===== src/rtl/load_store_buffer_pkg.sv =====
// Shared widths, opcode encodings and bus-match helper for the load/store buffer.
// Imported by the buffer top, the operand wakeup block and the bench.
package load_store_buffer_pkg;

    localparam int OP_ID_W      = 6;
    localparam int ROB_ID_W     = 5;
    localparam int DATA_W       = 32;
    localparam int IMM_W        = 32;
    localparam int LSB_SIZE_DEF = 16;

    localparam logic TRUE_B  = 1'b1;
    localparam logic FALSE_B = 1'b0;

    typedef enum logic [OP_ID_W-1:0] {
        OP_LB  = 6'd10,
        OP_LH  = 6'd11,
        OP_LW  = 6'd12,
        OP_LBU = 6'd13,
        OP_LHU = 6'd14,
        OP_SB  = 6'd15,
        OP_SH  = 6'd16,
        OP_SW  = 6'd17
    } op_id_e;

    function automatic logic bus_hit(
        input logic                valid,
        input logic [ROB_ID_W-1:0] bus_id,
        input logic [ROB_ID_W-1:0] tag
    );
        return valid && (bus_id == tag);
    endfunction

endpackage


===== src/rtl/load_store_buffer_operand_wakeup.sv =====
// Resolves one pending operand against the CDB and LSU result buses.
// CDB wins when both buses match; both carry the same value for a given ROB id.
module lsb_operand_wakeup
    import load_store_buffer_pkg::*;
(
    input  logic                i_ready,
    input  logic [DATA_W-1:0]   i_value,
    input  logic [ROB_ID_W-1:0] i_tag,
    input  logic                i_cdb_valid,
    input  logic [ROB_ID_W-1:0] i_cdb_rob_id,
    input  logic [DATA_W-1:0]   i_cdb_value,
    input  logic                i_lsu_valid,
    input  logic [ROB_ID_W-1:0] i_lsu_rob_id,
    input  logic [DATA_W-1:0]   i_lsu_value,
    output logic                o_next_ready,
    output logic [DATA_W-1:0]   o_next_value
);

    // Select the broadcast value for a not-yet-ready operand whose tag matches.
    always_comb begin
        o_next_ready = i_ready;
        o_next_value = i_value;
        if (!i_ready) begin
            if (bus_hit(i_cdb_valid, i_cdb_rob_id, i_tag)) begin
                o_next_ready = TRUE_B;
                o_next_value = i_cdb_value;
            end else if (bus_hit(i_lsu_valid, i_lsu_rob_id, i_tag)) begin
                o_next_ready = TRUE_B;
                o_next_value = i_lsu_value;
            end else begin
                o_next_ready = i_ready;
            end
        end else begin
            o_next_value = i_value;
        end
    end

endmodule


===== src/rtl/load_store_buffer.sv =====
// In-order load/store buffer: circular queue with result-bus wakeup, in-order
// issue of the head entry to the load/store ALU, and full flush on roll-back.
module load_store_buffer
    import load_store_buffer_pkg::*;
#(
    parameter int LSB_SIZE = LSB_SIZE_DEF
) (
    input  logic                clk,
    input  logic                rst,
    input  logic                rdy,
    input  logic                DP_valid,
    input  logic [OP_ID_W-1:0]  DP_OP_ID,
    input  logic [DATA_W-1:0]   DP_inst_pc,
    input  logic                DP_rs1_ready,
    input  logic                DP_rs2_ready,
    input  logic [DATA_W-1:0]   DP_rs1_value,
    input  logic [DATA_W-1:0]   DP_rs2_value,
    input  logic [ROB_ID_W-1:0] DP_rs1_tag,
    input  logic [ROB_ID_W-1:0] DP_rs2_tag,
    input  logic [IMM_W-1:0]    DP_imm,
    input  logic [ROB_ID_W-1:0] DP_ROB_id,
    output logic                DP_is_full,
    input  logic                ALU_enable,
    output logic                ALU_output_valid,
    output logic [OP_ID_W-1:0]  ALU_OP_ID,
    output logic [DATA_W-1:0]   ALU_inst_pc,
    output logic [DATA_W-1:0]   ALU_reg_rs1,
    output logic [DATA_W-1:0]   ALU_reg_rs2,
    output logic [IMM_W-1:0]    ALU_imm,
    output logic [ROB_ID_W-1:0] ALU_ROB_id,
    input  logic                CDB_valid,
    input  logic [ROB_ID_W-1:0] CDB_ROB_id,
    input  logic [DATA_W-1:0]   CDB_value,
    input  logic                LSU_valid,
    input  logic [ROB_ID_W-1:0] LSU_ROB_id,
    input  logic [DATA_W-1:0]   LSU_value,
    input  logic                ROB_roll_back_flag
);

    localparam int                IDX_W    = $clog2(LSB_SIZE);
    localparam logic [IDX_W-1:0]  PTR_ONE  = IDX_W'(1);
    localparam logic [IDX_W:0]    CNT_ONE  = (IDX_W+1)'(1);
    localparam logic [IDX_W:0]    CNT_FULL = (IDX_W+1)'(LSB_SIZE);

    logic                r_busy    [LSB_SIZE];
    logic [OP_ID_W-1:0]  r_op      [LSB_SIZE];
    logic [DATA_W-1:0]   r_pc      [LSB_SIZE];
    logic [IMM_W-1:0]    r_imm     [LSB_SIZE];
    logic [ROB_ID_W-1:0] r_rob     [LSB_SIZE];
    logic                r_rs1_rdy [LSB_SIZE];
    logic [DATA_W-1:0]   r_rs1_val [LSB_SIZE];
    logic [ROB_ID_W-1:0] r_rs1_tag [LSB_SIZE];
    logic                r_rs2_rdy [LSB_SIZE];
    logic [DATA_W-1:0]   r_rs2_val [LSB_SIZE];
    logic [ROB_ID_W-1:0] r_rs2_tag [LSB_SIZE];

    logic [IDX_W-1:0]    r_head;
    logic [IDX_W-1:0]    r_tail;
    logic [IDX_W:0]      r_count;

    logic                w_rs1_nrdy [LSB_SIZE];
    logic [DATA_W-1:0]   w_rs1_nval [LSB_SIZE];
    logic                w_rs2_nrdy [LSB_SIZE];
    logic [DATA_W-1:0]   w_rs2_nval [LSB_SIZE];

    logic                w_dp_rs1_rdy;
    logic [DATA_W-1:0]   w_dp_rs1_val;
    logic                w_dp_rs2_rdy;
    logic [DATA_W-1:0]   w_dp_rs2_val;

    logic                w_full;
    logic                w_dispatch;
    logic                w_issue;

    for (genvar g = 0; g < LSB_SIZE; g++) begin : g_wake
        lsb_operand_wakeup u_rs1 (
            .i_ready(r_rs1_rdy[g]), .i_value(r_rs1_val[g]), .i_tag(r_rs1_tag[g]),
            .i_cdb_valid(CDB_valid), .i_cdb_rob_id(CDB_ROB_id), .i_cdb_value(CDB_value),
            .i_lsu_valid(LSU_valid), .i_lsu_rob_id(LSU_ROB_id), .i_lsu_value(LSU_value),
            .o_next_ready(w_rs1_nrdy[g]), .o_next_value(w_rs1_nval[g])
        );
        lsb_operand_wakeup u_rs2 (
            .i_ready(r_rs2_rdy[g]), .i_value(r_rs2_val[g]), .i_tag(r_rs2_tag[g]),
            .i_cdb_valid(CDB_valid), .i_cdb_rob_id(CDB_ROB_id), .i_cdb_value(CDB_value),
            .i_lsu_valid(LSU_valid), .i_lsu_rob_id(LSU_ROB_id), .i_lsu_value(LSU_value),
            .o_next_ready(w_rs2_nrdy[g]), .o_next_value(w_rs2_nval[g])
        );
    end

    // Same-cycle bypass: an operand broadcast while it is being dispatched is stored ready.
    lsb_operand_wakeup u_dp_rs1 (
        .i_ready(DP_rs1_ready), .i_value(DP_rs1_value), .i_tag(DP_rs1_tag),
        .i_cdb_valid(CDB_valid), .i_cdb_rob_id(CDB_ROB_id), .i_cdb_value(CDB_value),
        .i_lsu_valid(LSU_valid), .i_lsu_rob_id(LSU_ROB_id), .i_lsu_value(LSU_value),
        .o_next_ready(w_dp_rs1_rdy), .o_next_value(w_dp_rs1_val)
    );
    lsb_operand_wakeup u_dp_rs2 (
        .i_ready(DP_rs2_ready), .i_value(DP_rs2_value), .i_tag(DP_rs2_tag),
        .i_cdb_valid(CDB_valid), .i_cdb_rob_id(CDB_ROB_id), .i_cdb_value(CDB_value),
        .i_lsu_valid(LSU_valid), .i_lsu_rob_id(LSU_ROB_id), .i_lsu_value(LSU_value),
        .o_next_ready(w_dp_rs2_rdy), .o_next_value(w_dp_rs2_val)
    );

    // Issue looks only at registered head state; no bus-to-issue path exists.
    always_comb begin
        w_full     = (r_count == CNT_FULL);
        w_dispatch = DP_valid && !w_full;
        w_issue    = ALU_enable && r_busy[r_head] && r_rs1_rdy[r_head] && r_rs2_rdy[r_head];
    end

    assign DP_is_full = w_full;

    // Queue state, wakeup, dispatch and issue; rst > !rdy > roll-back > normal.
    always_ff @(posedge clk) begin
        if (rst) begin
            for (int i = 0; i < LSB_SIZE; i++) begin
                r_busy[i] <= FALSE_B;
            end
            r_head           <= '0;
            r_tail           <= '0;
            r_count          <= '0;
            ALU_output_valid <= FALSE_B;
            ALU_OP_ID        <= '0;
            ALU_inst_pc      <= '0;
            ALU_reg_rs1      <= '0;
            ALU_reg_rs2      <= '0;
            ALU_imm          <= '0;
            ALU_ROB_id       <= '0;
        end else if (!rdy) begin
            ALU_output_valid <= ALU_output_valid;
        end else if (ROB_roll_back_flag) begin
            for (int i = 0; i < LSB_SIZE; i++) begin
                r_busy[i] <= FALSE_B;
            end
            r_head           <= '0;
            r_tail           <= '0;
            r_count          <= '0;
            ALU_output_valid <= FALSE_B;
        end else begin
            for (int i = 0; i < LSB_SIZE; i++) begin
                if (r_busy[i]) begin
                    r_rs1_rdy[i] <= w_rs1_nrdy[i];
                    r_rs1_val[i] <= w_rs1_nval[i];
                    r_rs2_rdy[i] <= w_rs2_nrdy[i];
                    r_rs2_val[i] <= w_rs2_nval[i];
                end
            end

            if (w_issue) begin
                ALU_output_valid <= TRUE_B;
                ALU_OP_ID        <= r_op[r_head];
                ALU_inst_pc      <= r_pc[r_head];
                ALU_reg_rs1      <= r_rs1_val[r_head];
                ALU_reg_rs2      <= r_rs2_val[r_head];
                ALU_imm          <= r_imm[r_head];
                ALU_ROB_id       <= r_rob[r_head];
                r_busy[r_head]   <= FALSE_B;
                r_head           <= r_head + PTR_ONE;
            end else begin
                ALU_output_valid <= FALSE_B;
            end

            // Head and tail only coincide when empty (no issue) or full (no dispatch).
            if (w_dispatch) begin
                r_busy[r_tail]    <= TRUE_B;
                r_op[r_tail]      <= DP_OP_ID;
                r_pc[r_tail]      <= DP_inst_pc;
                r_imm[r_tail]     <= DP_imm;
                r_rob[r_tail]     <= DP_ROB_id;
                r_rs1_rdy[r_tail] <= w_dp_rs1_rdy;
                r_rs1_val[r_tail] <= w_dp_rs1_val;
                r_rs1_tag[r_tail] <= DP_rs1_tag;
                r_rs2_rdy[r_tail] <= w_dp_rs2_rdy;
                r_rs2_val[r_tail] <= w_dp_rs2_val;
                r_rs2_tag[r_tail] <= DP_rs2_tag;
                r_tail            <= r_tail + PTR_ONE;
            end

            case ({w_dispatch, w_issue})
                2'b10:   r_count <= r_count + CNT_ONE;
                2'b01:   r_count <= r_count - CNT_ONE;
                default: r_count <= r_count;
            endcase
        end
    end

endmodule


===== config.mk =====
export PLATFORM = sky130hd
export DESIGN_NAME = load_store_buffer
export DESIGN_NICKNAME = d
export VERILOG_FILES = /design/src/rtl/load_store_buffer_pkg.sv /design/src/rtl/load_store_buffer_operand_wakeup.sv /design/src/rtl/load_store_buffer.sv
export SDC_FILE = /design/constraint.sdc
export NUM_CORES = 2
export LEC_CHECK = 0
export CAP_MARGIN = 20
export CELL_PAD_IN_SITES_DETAIL_PLACEMENT = 0
export CELL_PAD_IN_SITES_GLOBAL_PLACEMENT = 1
export CORE_AREA = 2 2 483 485
export CTS_BUF_LIST = sky130_fd_sc_hd__clkbuf_4
export DETAILED_ROUTE_END_ITERATION = 16
export DIE_AREA = 0 0 485 487
export PLACE_DENSITY = 0.92
export SYNTH_ARGS = -nofsm -noshare
export SYNTH_HDL_FRONTEND = slang
export SYNTH_SLANG_ARGS = --single-unit

===== constraint.sdc =====
create_clock -name clk -period 11.3 [get_ports clk]
set_clock_uncertainty 0.2 [all_clocks]
set_input_delay 2.26 -clock clk [delete_from_list [all_inputs] [get_ports clk]]
set_output_delay 2.26 -clock clk [all_outputs]
set_load 0.01 [all_outputs]

==> qor.csv <==
stage,metric,value,unit
run_status,status,"complete, no violations",
floorplan,row count,177,
clocking,hold buffers post-CTS,0,
setup_path,Worst setup startpoint,ROB_roll_back_flag,
drt,Detailed Routing Iterations Pass 1,8,
final_layout,Fillers,16475,
global_routing,vias in the first global route,80086,
setup_path,reg2reg start,r_count[1]$_SDFFE_PP0P_,
clocking,clock slew at reported path FFs,60,ps
final_layout,Area Overhead vs Synth,11.6,%
setup_path,CP Capture Point,r_imm[7][30]$_DFFE_PP_,
clocking,H-tree levels,6,
sta,upper clock frequency limit,169,MHz
clocking,CTS max path bufs,4,
floorplan,die height,487,um
synth,post-synth net total,7785,
placed_design,HPWL Detailed,210,mm
clocking,clk root buf,clkbuf_4,
synth,asr flop ratio synth,0,%
setup_path,CP Max Fanout,54,
sta,setup violators final,0,
sta,Slew Limit Fails,0,
floorplan,die width,485,um
synth,sequential cell area fraction in the yosys report,60.1,%
sta,minimum clock period,5910,ps
pwr,pwr/cell area,141,nW/um^2
setup_path,Startpoint Class,primary input,
floorplan,Initial Util,54.7,%
synth,synthesized area per cell,16.8,sq um
sta,setup TNS,0,ps
clocking,clk_lat worst skew,1490,ps
global_routing,GRT overflow,0,
floorplan,# IOs,374,
floorplan,core area,231000,sq um
placed_design,PortBufs,373,
final_layout,final net count,8186,
placed_design,placed insts,10301,
drt,vias after detailed routing,77650,
synth,Yosys warnings,0,
sta,Rel. slew slack,20.9,%
drt,drt drc,0,
placed_design,GPL Wtd Cong,0.865,
synth,"Distinct cells, synth",56,
sta,RSZ-0062 raised after global routing,false,
setup_path,cell count of the worst reg-to-reg path,7,
clocking,TritonCTS clock tree,built,
sta,Tightest Pin Transition,1190,ps
setup_path,Setup crit end kind,flop,
setup_path,Crit Path Category,primary input to flop,
global_routing,largest net degree at the start of global routing,170,
hold_path,Min-Delay Path Class,flop to flop,
sta,Tcrit/Tclk final,52.3,%
drt,WL/cell,33.3,um
flow_run,max-cap violations,0,
sta,Hold Fails Final Rpt,0,
synth,Synth Flop Type,edfxtp_1,
pwr,Worst VDD drop,0.000102,V
clocking,CTS Buf Count,675,
final_layout,"commonest non-fill, non-tap cells in the layout","2416 x edfxtp_1, 2222 x mux2i_1, 1021 x clkbuf_4",
synth,number of synthesized flops with an enable pin,2416,
setup_path,Critical Path RT,12140,ps
final_layout,Final Non-Filler Cells,11518,
floorplan,Die Area,236000,sq um
setup_path,terminus of the critical flop-to-flop path,r_imm[7][30]$_DFFE_PP_,
global_routing,first-pass GRT wire length,550,mm
clocking,setup bufs post-CTS,0,
setup_path,R2R setup slack,6330,ps
clocking,post-CTS sizing,0,
drt,final WL,384,mm
drt,DRT iter0 DRCs,10451,
clocking,CTS Sinks,2589,
global_routing,initial antenna violation count,28,
pwr,Static Leak,50.3,nW
drt,ANT nets after route,0,
synth,synthesis-stage register bit count,2589,
global_routing,GRT Resource Usage Total,32.1,%
drt,Via density,6.74,
final_layout,share of cells above drive strength 1,25.9,%
synth,Syn Inst Count,7540,
final_layout,"leading cell type in the layout, fill and taps excluded",edfxtp_1,
setup_path,critical path arrival,6750,ps
synth,cell area after synthesis,126000,sq um
## power breakdown
group	internal (mW)	leakage [nW]	switching (mW)
Combinational	0.363	22.0	0.665
Clock	4.41	5.20	3.94
Sequential	10.5	23.1	0.00605
## metrics by stage
stage	utilization [%]	hold WS [ps]	power [mW]	worst slack, ps	instance area [sq um]
6_report	61.0	291	19.9	5390	141000
5_1_grt	61.0	309	20.5	5410	141000
4_1_cts	60.9	296	19.9	5660	141000
2_1_floorplan	-	283	11.3	4720	126000
3_3_place_gp	57.2	271	11.6	4260	132000
3_5_place_dp	57.2	281	11.7	4130	132000
## how the worst min path moves through the flow
stage	depth (start not counted)	to	start
6_report	2	ALU_inst_pc[12]$_SDFFE_PP0P_	ALU_inst_pc[12]$_SDFFE_PP0P_
5_1_grt	2	ALU_imm[16]$_SDFFE_PP0P_	ALU_imm[16]$_SDFFE_PP0P_
4_1_cts	2	ALU_inst_pc[12]$_SDFFE_PP0P_	ALU_inst_pc[12]$_SDFFE_PP0P_
3_5_place_dp	2	ALU_inst_pc[12]$_SDFFE_PP0P_	ALU_inst_pc[12]$_SDFFE_PP0P_
3_3_place_gp	2	ALU_OP_ID[3]$_SDFFE_PP0P_	ALU_OP_ID[3]$_SDFFE_PP0P_
2_1_floorplan	1	r_busy[1]$_DFF_P_	r_busy[1]$_DFF_P_
## kinds of logic after synthesis
group,synth area share [%]
multiplexers,30.0
flip-flops,60.1
buffers and inverters,3.43
AND/OR/NAND/NOR,2.01
XOR/XNOR,2.39
AO/OA/AOI/OAI,1.99
adder cells (fa/ha/maj),0.125
## layer usage
metal | wire length, um | track usage (%) | vias up
li1 | - | - | 31037
met3 | 47200 | 8.93 | 1209
met4 | 19400 | 16.0 | 30
met1 | 137000 | 41.2 | 39626
met5 | 174 | 0 | -
met2 | 180000 | 50.4 | 5748
## state kept, by name, summed over array words and instances, names as in the netlist, 32 cells and up, named ones only
register / cells
r_rob: 80
ALU_reg_rs1: 32
r_rs2_tag: 80
r_op: 96
r_imm: 512
r_rs1_val: 512
ALU_inst_pc: 32
ALU_reg_rs2: 32
ALU_imm: 32
r_rs1_tag: 80
r_pc: 512
r_rs2_val: 512
## synth_stat cells, drive strengths merged (8+ instances only)
cell	n	area, sq um
nor2	160	601
nand4	29	194
ha	11	138
clkbuf	394	1480
nand2	58	218
nor3	69	345
dfxtp	173	3460
nand3	13	65.1
xnor2	78	713
xor2	264	2310
o31ai	33	248
mux2i	2222	22200
a31oi	104	651
nand4b	9	78.8
and3	41	257
buf	472	2640
edfxtp	2416	72500
o22ai	64	1240
a31o	16	140
o21ai	8	40.0
nor4	66	413
a21oi	13	87.6
nor2b	40	250
inv	58	218
mux4	695	15700
## cell type report
type,instances,area [sq um],area share [%]
tap,3043,3810,2.70
clock inverter,171,1030,0.727
sequential,2589,76000,53.8
timing repair buffer,590,5550,3.93
antenna,19,47.5,0.0337
multi-input combinational,4027,46800,33.1
inverter,58,298,0.211
clock buffer,1021,7660,5.43
## worst max-delay path, stage by stage
cell and delay [ps]:
clkdlybuf4s50_1 730, nand2b_1 460, nor2_2 440, and3_1 490, nand2_4 610, inv_6 660, buf_4 930
Power figures use the tool's default switching activity.
